### src/rtl/tartaruga_pkg.sv
// -----------------------------------------------------------------------------
// tartaruga_pkg
// Shared types for the instruction/data memory arbiter.
//   arb_state_e : arbiter FSM states
//   arb_owner_e : which port wins (or owns) a memory transaction
//   mem_req_t   : memory request fields, sized to the widest supported bus so
//                 the arbiter can carry them for any ADDR_WIDTH/DATA_WIDTH <= 64
// Helper function streak_width() sizes the fetch starvation counter.
// -----------------------------------------------------------------------------
package tartaruga_pkg;

  localparam int MEM_MAX_AW = 64;
  localparam int MEM_MAX_DW = 64;
  localparam int MEM_MAX_BE = MEM_MAX_DW / 8;

  typedef enum logic [1:0] {
    IDLE         = 2'd0,
    BUSY_IF      = 2'd1,
    BUSY_DM      = 2'd2,
    BUSY_IF_KILL = 2'd3
  } arb_state_e;

  typedef enum logic {
    OWNER_IF = 1'b0,
    OWNER_DM = 1'b1
  } arb_owner_e;

  typedef struct packed {
    logic                  we;
    logic [MEM_MAX_AW-1:0] addr;
    logic [MEM_MAX_DW-1:0] wdata;
    logic [MEM_MAX_BE-1:0] be;
  } mem_req_t;

  // Counter width able to hold the value 'limit' itself.
  function automatic int streak_width(input int limit);
    return (limit < 1) ? 1 : $clog2(limit + 1);
  endfunction

endpackage

### src/rtl/arb_prio_sel.sv
// -----------------------------------------------------------------------------
// arb_prio_sel
// Purely combinational winner pick between fetch and data requests.
// Data wins by default; fetch wins when data is absent, or when fetch has
// waited through STARVE_LIMIT consecutive data grants. A flush removes fetch
// from the contest for that cycle.
// Ports:
//   i_if_req  : fetch request level
//   i_dm_req  : data request level
//   i_flush   : taken-branch commit pulse, blocks a fetch grant
//   i_streak  : consecutive data grants while fetch waited
//   o_grant   : some port wins this cycle
//   o_owner   : winning port (valid when o_grant = 1)
// -----------------------------------------------------------------------------
module arb_prio_sel
  import tartaruga_pkg::*;
#(
  parameter int STARVE_LIMIT = 4,
  parameter int STREAK_W     = 3
) (
  input  logic                i_if_req,
  input  logic                i_dm_req,
  input  logic                i_flush,
  input  logic [STREAK_W-1:0] i_streak,
  output logic                o_grant,
  output arb_owner_e          o_owner
);

  logic w_if_elig;
  logic w_force_if;

  assign w_if_elig  = i_if_req && !i_flush;
  assign w_force_if = w_if_elig && (i_streak == STREAK_W'(STARVE_LIMIT));

  always_comb begin
    o_grant = w_if_elig || i_dm_req;
    o_owner = (w_if_elig && (!i_dm_req || w_force_if)) ? OWNER_IF : OWNER_DM;
  end

endmodule

### src/rtl/mem_arbiter.sv
// -----------------------------------------------------------------------------
// mem_arbiter
// Shares one single-ported memory between the fetch (instruction) port and the
// mem-stage (data) port, one outstanding transaction at a time. Data has
// priority with a starvation guard for fetch; a committed taken branch
// (flush_i) squashes an in-flight fetch read.
//
// Optional build macro: ARB_PERF_COUNTERS_EN adds perf_if_grants_o,
// perf_dm_grants_o and perf_if_wait_o (32-bit wrapping event counters).
//
// Ports:
//   clk_i, rstn_i            : clock, asynchronous active-low reset
//   flush_i                  : taken-branch commit, kills fetch traffic
//   if_req_i/if_addr_i       : fetch read request (level-held)
//   if_gnt_o/if_rvalid_o/if_rdata_o : fetch grant and response
//   dm_req_i/dm_we_i/dm_addr_i/dm_wdata_i/dm_be_i : data request (level-held)
//   dm_gnt_o/dm_rvalid_o/dm_rdata_o : data grant and response (rdata 0 on store)
//   mem_req_o/mem_we_o/mem_addr_o/mem_wdata_o/mem_be_o : memory request
//   mem_rvalid_i/mem_rdata_i : memory response, latency >= 1 cycle
// -----------------------------------------------------------------------------
module mem_arbiter
  import tartaruga_pkg::*;
#(
  parameter int ADDR_WIDTH   = 32,
  parameter int DATA_WIDTH   = 32,
  parameter int STARVE_LIMIT = 4
) (
  input  logic                    clk_i,
  input  logic                    rstn_i,
  input  logic                    flush_i,
  input  logic                    if_req_i,
  input  logic [ADDR_WIDTH-1:0]   if_addr_i,
  output logic                    if_gnt_o,
  output logic                    if_rvalid_o,
  output logic [DATA_WIDTH-1:0]   if_rdata_o,
  input  logic                    dm_req_i,
  input  logic                    dm_we_i,
  input  logic [ADDR_WIDTH-1:0]   dm_addr_i,
  input  logic [DATA_WIDTH-1:0]   dm_wdata_i,
  input  logic [DATA_WIDTH/8-1:0] dm_be_i,
  output logic                    dm_gnt_o,
  output logic                    dm_rvalid_o,
  output logic [DATA_WIDTH-1:0]   dm_rdata_o,
  output logic                    mem_req_o,
  output logic                    mem_we_o,
  output logic [ADDR_WIDTH-1:0]   mem_addr_o,
  output logic [DATA_WIDTH-1:0]   mem_wdata_o,
  output logic [DATA_WIDTH/8-1:0] mem_be_o,
  input  logic                    mem_rvalid_i,
  input  logic [DATA_WIDTH-1:0]   mem_rdata_i
`ifdef ARB_PERF_COUNTERS_EN
  ,
  output logic [31:0]             perf_if_grants_o,
  output logic [31:0]             perf_dm_grants_o,
  output logic [31:0]             perf_if_wait_o
`endif
);

  localparam int BE_W     = DATA_WIDTH / 8;
  localparam int STREAK_W = streak_width(STARVE_LIMIT);

  arb_state_e          r_state;
  logic                r_dm_we;
  logic [STREAK_W-1:0] r_streak;

  logic       w_idle;
  logic       w_pick;
  arb_owner_e w_owner;
  logic       w_if_gnt;
  logic       w_dm_gnt;
  mem_req_t   w_sel;
  logic       w_unused_sel;

  // Grants are combinational from the held request levels; they are also
  // masked by rstn_i so every output is 0 while reset is asserted.
  assign w_idle = (r_state == IDLE) && rstn_i;

  arb_prio_sel #(
    .STARVE_LIMIT (STARVE_LIMIT),
    .STREAK_W     (STREAK_W)
  ) u_prio_sel (
    .i_if_req (if_req_i),
    .i_dm_req (dm_req_i),
    .i_flush  (flush_i),
    .i_streak (r_streak),
    .o_grant  (w_pick),
    .o_owner  (w_owner)
  );

  assign w_if_gnt = w_idle && w_pick && (w_owner == OWNER_IF);
  assign w_dm_gnt = w_idle && w_pick && (w_owner == OWNER_DM);

  // Memory request fields follow the winner; reads drive all byte enables.
  always_comb begin
    w_sel = '0;
    if (w_if_gnt) begin
      w_sel.addr             = MEM_MAX_AW'(if_addr_i);
      w_sel.be[BE_W-1:0]     = '1;
    end else if (w_dm_gnt) begin
      w_sel.we   = dm_we_i;
      w_sel.addr = MEM_MAX_AW'(dm_addr_i);
      if (dm_we_i) begin
        w_sel.wdata = MEM_MAX_DW'(dm_wdata_i);
        w_sel.be    = MEM_MAX_BE'(dm_be_i);
      end else begin
        w_sel.be[BE_W-1:0] = '1;
      end
    end
  end

  // Bits above the configured widths are always zero.
  assign w_unused_sel = ^w_sel;

  assign if_gnt_o    = w_if_gnt;
  assign dm_gnt_o    = w_dm_gnt;
  assign mem_req_o   = w_if_gnt || w_dm_gnt;
  assign mem_we_o    = w_sel.we;
  assign mem_addr_o  = w_sel.addr[ADDR_WIDTH-1:0];
  assign mem_wdata_o = w_sel.wdata[DATA_WIDTH-1:0];
  assign mem_be_o    = w_sel.be[BE_W-1:0];

  // Responses pass straight through in the cycle mem_rvalid_i arrives, so the
  // next grant can happen one cycle later. A flush coinciding with a fetch
  // response drops it.
  assign if_rvalid_o = (r_state == BUSY_IF) && mem_rvalid_i && !flush_i;
  assign dm_rvalid_o = (r_state == BUSY_DM) && mem_rvalid_i;
  assign if_rdata_o  = if_rvalid_o ? mem_rdata_i : '0;
  assign dm_rdata_o  = (dm_rvalid_o && !r_dm_we) ? mem_rdata_i : '0;

  always_ff @(posedge clk_i or negedge rstn_i) begin
    if (!rstn_i) begin
      r_state  <= IDLE;
      r_dm_we  <= 1'b0;
      r_streak <= '0;
    end else begin
      case (r_state)
        IDLE: begin
          if (w_if_gnt) begin
            r_state  <= BUSY_IF;
            r_streak <= '0;
          end else if (w_dm_gnt) begin
            r_state <= BUSY_DM;
            r_dm_we <= dm_we_i;
            // Only grants that made a waiting fetch wait extend the streak.
            if (!if_req_i) begin
              r_streak <= '0;
            end else if (r_streak != STREAK_W'(STARVE_LIMIT)) begin
              r_streak <= r_streak + STREAK_W'(1);
            end
          end
        end
        BUSY_IF: begin
          if (mem_rvalid_i) begin
            r_state <= IDLE;
          end else if (flush_i) begin
            r_state <= BUSY_IF_KILL;
          end
        end
        BUSY_DM: begin
          if (mem_rvalid_i) begin
            r_state <= IDLE;
          end
        end
        BUSY_IF_KILL: begin
          if (mem_rvalid_i) begin
            r_state <= IDLE;
          end
        end
        default: r_state <= IDLE;
      endcase
    end
  end

`ifdef ARB_PERF_COUNTERS_EN
  logic [31:0] r_perf_if_grants;
  logic [31:0] r_perf_dm_grants;
  logic [31:0] r_perf_if_wait;

  // Killed fetches were still granted, so they count here.
  always_ff @(posedge clk_i or negedge rstn_i) begin
    if (!rstn_i) begin
      r_perf_if_grants <= '0;
      r_perf_dm_grants <= '0;
      r_perf_if_wait   <= '0;
    end else begin
      if (w_if_gnt) begin
        r_perf_if_grants <= r_perf_if_grants + 32'd1;
      end
      if (w_dm_gnt) begin
        r_perf_dm_grants <= r_perf_dm_grants + 32'd1;
      end
      if (if_req_i && !w_if_gnt) begin
        r_perf_if_wait <= r_perf_if_wait + 32'd1;
      end
    end
  end

  assign perf_if_grants_o = r_perf_if_grants;
  assign perf_dm_grants_o = r_perf_dm_grants;
  assign perf_if_wait_o   = r_perf_if_wait;
`endif

endmodule

### config.mk
export PLATFORM = sky130hd
export DESIGN_NAME = mem_arbiter
export DESIGN_NICKNAME = d
export VERILOG_FILES = /design/src/rtl/tartaruga_pkg.sv /design/src/rtl/arb_prio_sel.sv /design/src/rtl/mem_arbiter.sv
export SDC_FILE = /design/constraint.sdc
export NUM_CORES = 1
export LEC_CHECK = 0
export CAP_MARGIN = 20
export CORE_AREA = 2 2 107 109
export DETAILED_ROUTE_END_ITERATION = 12
export DIE_AREA = 0 0 109 111
export PLACE_DENSITY_LB_ADDON = 0.1
export SETUP_SLACK_MARGIN = 0.15
export SYNTH_ARGS = -nofsm -noshare
export SYNTH_HDL_FRONTEND = slang
export SYNTH_SLANG_ARGS = --single-unit
### constraint.sdc
create_clock -name clk_i -period 2.5 [get_ports clk_i]
set_clock_uncertainty 0.15 [all_clocks]
set_input_delay 0.625 -clock clk_i [delete_from_list [all_inputs] [get_ports clk_i]]
set_output_delay 0.625 -clock clk_i [all_outputs]
set_load 0.02 [all_outputs]
# Word-level counts from Yosys, hierarchy flattened
# Index checks and enable logic that the tools add are counted.
# classes
n_reduce_logical	23
n_bitwise	1
eq_ne	9
add_sub_neg	1
muxes	20
# op_table
op	count
$mux 137	1
$mux 32	3
$mux 36	2
$mux 3	4
$logic_and 1x1->1	11
$mux 2	5
$ne 3x3->1 const B	3
$reduce_and 3->1	3
$mux 4	2
$pmux 2 s3	1
$eq 2x2->1 const B	2
$add 3x1->3 const B	1
$eq 3x3->1 const B	1
$logic_not 1->1	3
$logic_or 1x1->1	3
$ne 3x1->1 const B	1
$eq 2x1->1 const B	1
$logic_not 2->1	1
$mux 1	2
$ne 2x1->1 const B	1
$reduce_bool 2->1	1
$reduce_or 2->1	1
$not 1->1	1
# totals
regBits	6
output_inout_bits	138
word_cells	57

# Longest topological paths before layout
# depth
depth_word	10
ltp_mapped	7
depth_no_buf	5

# Cells and area by module
# A second synthesis with hierarchy kept.
# unflattened
hier_cells	190
area_unflattened_um2	1431.4
# by_module_without_submodules
module	n_inst	area_per_inst_um2	cells_per_inst	seq_area_each_um2
mem_arbiter	1	1402.6	186	150.1
arb_prio_sel	1	28.8	4	0.0

# Worst setup path after synthesis
# No wires, ideal clock.
# synth_path
path_kind	in2out
startpoint	in if_req_i
endpoint	out mem_addr_o[11]
t_arrival_ps	1651
slack_ps	74
required_ps	1725
cell_stages	5
cell_sequence	nor2b_1 buf_2 buf_1 nand3_1 a21oi_1
# synth_via
elab_chain_len	8
word_cells_on_any_way	11
cone_classes	3 x mux; 8 x reduce/logical
# synth_lines
item	line_no	text
start: declaration	mem_arbiter.sv:31	input logic if_req_i,
$logic_and 1x1->1 (*)	arb_prio_sel.sv:32	assign w_if_elig = i_if_req && !i_flush;
$logic_and 1x1->1	arb_prio_sel.sv:33	assign w_force_if = w_if_elig && (i_streak == STREAK_W'(STARVE_LIMIT));
$logic_or 1x1->1	arb_prio_sel.sv:37	o_owner = (w_if_elig && (!i_dm_req || w_force_if)) ? OWNER_IF : OWNER_DM;
$logic_and 1x1->1	arb_prio_sel.sv:37	
$mux 1	arb_prio_sel.sv:37	
$logic_and 1x1->1	mem_arbiter.sv:91	assign w_dm_gnt = w_idle && w_pick && (w_owner == OWNER_DM);
$mux 137	mem_arbiter.sv:99	end else if (w_dm_gnt) begin
$mux 32 (*)	mem_arbiter.sv:96	if (w_if_gnt) begin
end: declaration	mem_arbiter.sv:46	output logic [ADDR_WIDTH-1:0] mem_addr_o,
# Mark *: on every way between the ends. The rest lies on a longest branch, timed or not.

# Final worst setup path
# layout_path
startpoint	reg r_streak[0]
endpoint	out mem_addr_o[5]
# layout_via
elab_chain_len	8
word_cells_on_any_way	9
cone_classes	1 x eq/ne; 3 x mux; 5 x reduce/logical
# layout_lines
item	line_no	text
start: declaration	mem_arbiter.sv:64	logic [STREAK_W-1:0] r_streak;
start signal: assignment	mem_arbiter.sv:148	r_streak <= r_streak + STREAK_W'(1);
$eq 3x3->1 (*)	arb_prio_sel.sv:33	
$logic_and 1x1->1 (*)	arb_prio_sel.sv:33	
$logic_or 1x1->1 (*)	arb_prio_sel.sv:37	
$logic_and 1x1->1 (*)	arb_prio_sel.sv:37	
$mux 1	arb_prio_sel.sv:37	
$logic_and 1x1->1	mem_arbiter.sv:91	
$mux 137	mem_arbiter.sv:99	
$mux 32 (*)	mem_arbiter.sv:96	
# Marked as above.

==> results.ini <==
[pwr]
p_per_area_nw_per_um2 = 259
p_leak_nw = 3.06
ir_drop_uv = 262

[critical_path]
path_class = reg2out
rr_endpoint = r_streak[2]$_DFFE_PN0P_
worstPathCellList = inv_2 > ha_4 > buf_6 > a21bo_4 > buf_12 > buf_8 > buf_16 > nand3_4 > a21oi_2 > buf_4
crit_path_start_kind = flip-flop
cpPeakStageDelay_ns = 0.35
crit_path_end_kind = output pin
r2r_start = r_streak[0]$_DFFE_PN0P_
worst-path-max-fanout = 5
cp.required_ns = 1.73
r2r_slack_ns = 0.50
critical_path_arrival_ns = 1.79
cp_slowest_cell = dfrtp_1
reg2reg_depth = 9

[clock_network]
h-tree-depth = 1
clock_path_buffers = 2
clock-sinks = 6
clkLatencyLatePin_ns = 0.23
root_buffer = clkbuf_16
cts_buffers = 3
tritoncts = built
postCtsHoldBufs = 0
clk_pin_slew_worst_paths_ns = 0.04

[sta]
max_slew_margin_pct = 77.8
tightestPinTransition_ns = 0.333
fin_ws_ns = -0.0603
fin_crit_sh_pct = 102
rsz0062_at_grt = yes
hold_ws_ns = 0.138
fin_crit_ns = 2.56
clock.fmax_mhz = 391
finalSetupViolations = 53
final_max_slew_viol_count = 0
hold_viol = 0

[floorplanning]
initial_core_util_pct = 15.7
coreArea_um2 = 11100
die_w_um = 109
die_height_um = 111
dieArea_um2 = 12100
core.rowCount = 39
io_pins = 277

[cells_and_area]
drive_gt1_share_pct = 72.2
nets = 762
final_cell_mix = buf_6, clkdlybuf4s50_1, and2_4, nand3_2, buf_4
final_util_pct = 64.9
final_common_cell = buf_6
num_antenna_cells = 0
area_growth_pct = 314
fillers = 895

[synth]
synth_seq_cells = 6
synthAdderAreaFrac_pct = 1.44
syn_area_um2 = 1740
synth_flop_cell = dfrtp_1
syn_avg_cell_area_um2 = 6.29
synth_xor_area_share_pct = 0
ys_seq_area_share_pct = 8.65
muxShareOfSynthArea_pct = 0.649
synth_compound_area_share_pct = 17.1
ys_warn_count = 0
yosys.area_share.simple_pct = 62.4
synth_top_family_by_area = simple AND/OR/NAND/NOR gates
synth.distinct_cells = 34
synth_fp_nets = 417
netlist_instances = 276
synth_enable_flop_cells = 0
async_flop_share_pct = 100

[grt]
antenna_found_initial = 0
grt_max_degree = 25
grt_pass1_vias = 3521
grt_overflow = 0
grt_pass1_wl_mm = 19.9
grtUsageTotal_pct = 21.4

[drt]
via_per_inst = 4.51
via_count = 3439
first_pass_iters = 4
drt_iter0_markers = 122
drc = 0
antenna_left = 0
wl_per_cell_um = 18.2
routed_wl_mm = 13.9

[status]
violations = setup timing
outcome = finished, violations left

[placed_design]
dp_hpwl_mm = 8.40
port_buffers = 276
gp_congestion = 0.791

[flow_run]
max_cap_viol_count = 0

[worst_hold_path]
hp-class = in2async

[layout make-up]
type / instances / area [um2] / share of cell area, %
Multi-Input combinational cell: 234 / 2340 / 32.6
Inverter: 6 / 22.5 / 0.313
Tap cell: 143 / 179 / 2.49
Clock buffer: 3 / 75.1 / 1.04
Sequential cell: 6 / 153 / 2.12
Timing Repair Buffer: 370 / 4410 / 61.4
[state kept, by name (all words and copies together) (netlist names)]
register and cells:
r_streak 3, r_dm_we 1, r_state 2
[report_power, final]
part	internal, mW	switching (mW)
clock network	0.206	0.0558
logic	0.871	0.595
registers	0.117	0.0162
total	1.19	0.667
[per-stage QoR]
stage / cell area [um2] / TNS (ns) / setup WS [ns] / instances / power, mW
after floorplan: 1830 / 0 / 0.0737 / 276 / 0.490
after global placement: 4940 / -106.50 / -0.909 / 697 / 1.00
after detailed placement: 4940 / -106.57 / -0.896 / 697 / 1.01
after CTS: 6660 / -2.78 / -0.0751 / 757 / 1.75
after global routing: 7180 / -5.51 / -0.110 / 762 / 1.95
final: 7180 / -1.49 / -0.0603 / 762 / 1.86
[cell families (layout without fill, tap and decap cells)]
| kind of cell | Yosys count | count (layout) |
|---|---|---|
| buffers and inverters | 36 | 379 |
| AOI/OAI and AO/OA | 46 | 46 |
| DFF | 6 | 6 |
| and+or+nand+nor | 185 | 185 |
| adders and majority gates | 2 | 2 |
| muxes | 1 | 1 |
[Yosys cell counts, types with 2 or more instances]
cell type	instances	share of area [%]
a21oi_1	27	7.8
a21oi_2	10	5.0
and2_1	96	35
buf_1	2	0.43
buf_2	13	3.7
buf_6	2	1.3
clkbuf_1	11	2.4
clkbuf_2	2	0.58
dfrtp_1	6	8.7
ha_1	2	1.4
inv_1	6	1.3
nand2_1	2	0.43
nand2b_1	4	1.4
nand3_1	69	20
nor2_1	3	0.65
nor2b_1	2	0.72
nor3_2	2	1.2
[worst max-delay path by stage]
stage	startpoint	to	slack (ns)
after CTS	flush_i	if_rdata_o[1]	-0.08
final	r_streak[0]$_DFFE_PN0P_	mem_addr_o[5]	-0.06
after global routing	r_streak[0]$_DFFE_PN0P_	mem_addr_o[1]	-0.11
after detailed placement	rstn_i	mem_addr_o[28]	-0.90
after global placement	flush_i	mem_be_o[3]	-0.91
after floorplan	if_req_i	mem_addr_o[11]	0.07
[layer usage]
metal	GRT usage, %	wire length [um]
met1	22.4	4810
met2	42.4	7780
met3	3.76	1040
met4	5.30	256
met5	0	0
[critical path: cells and delay by family, from the launching register on]
kind                       cells  cell delay (ns)
and+or+nand+nor                1             0.07
DFF                            1             0.35
AOI/OAI and AO/OA              2             0.27
buffers and inverters          6             0.71
adders and majority gates      1             0.16
[what timing repair did]
| action | in CTS | in global routing |
|---|---|---|
| cloned | 25 | 1 |
| setup buffers | 32 | 4 |
| gates resized for setup | 943 | 169 |
| pin swaps | 79 | 82 |
| setup endpoints to repair | 138 | 138 |
Power figures use the tool's default switching activity.
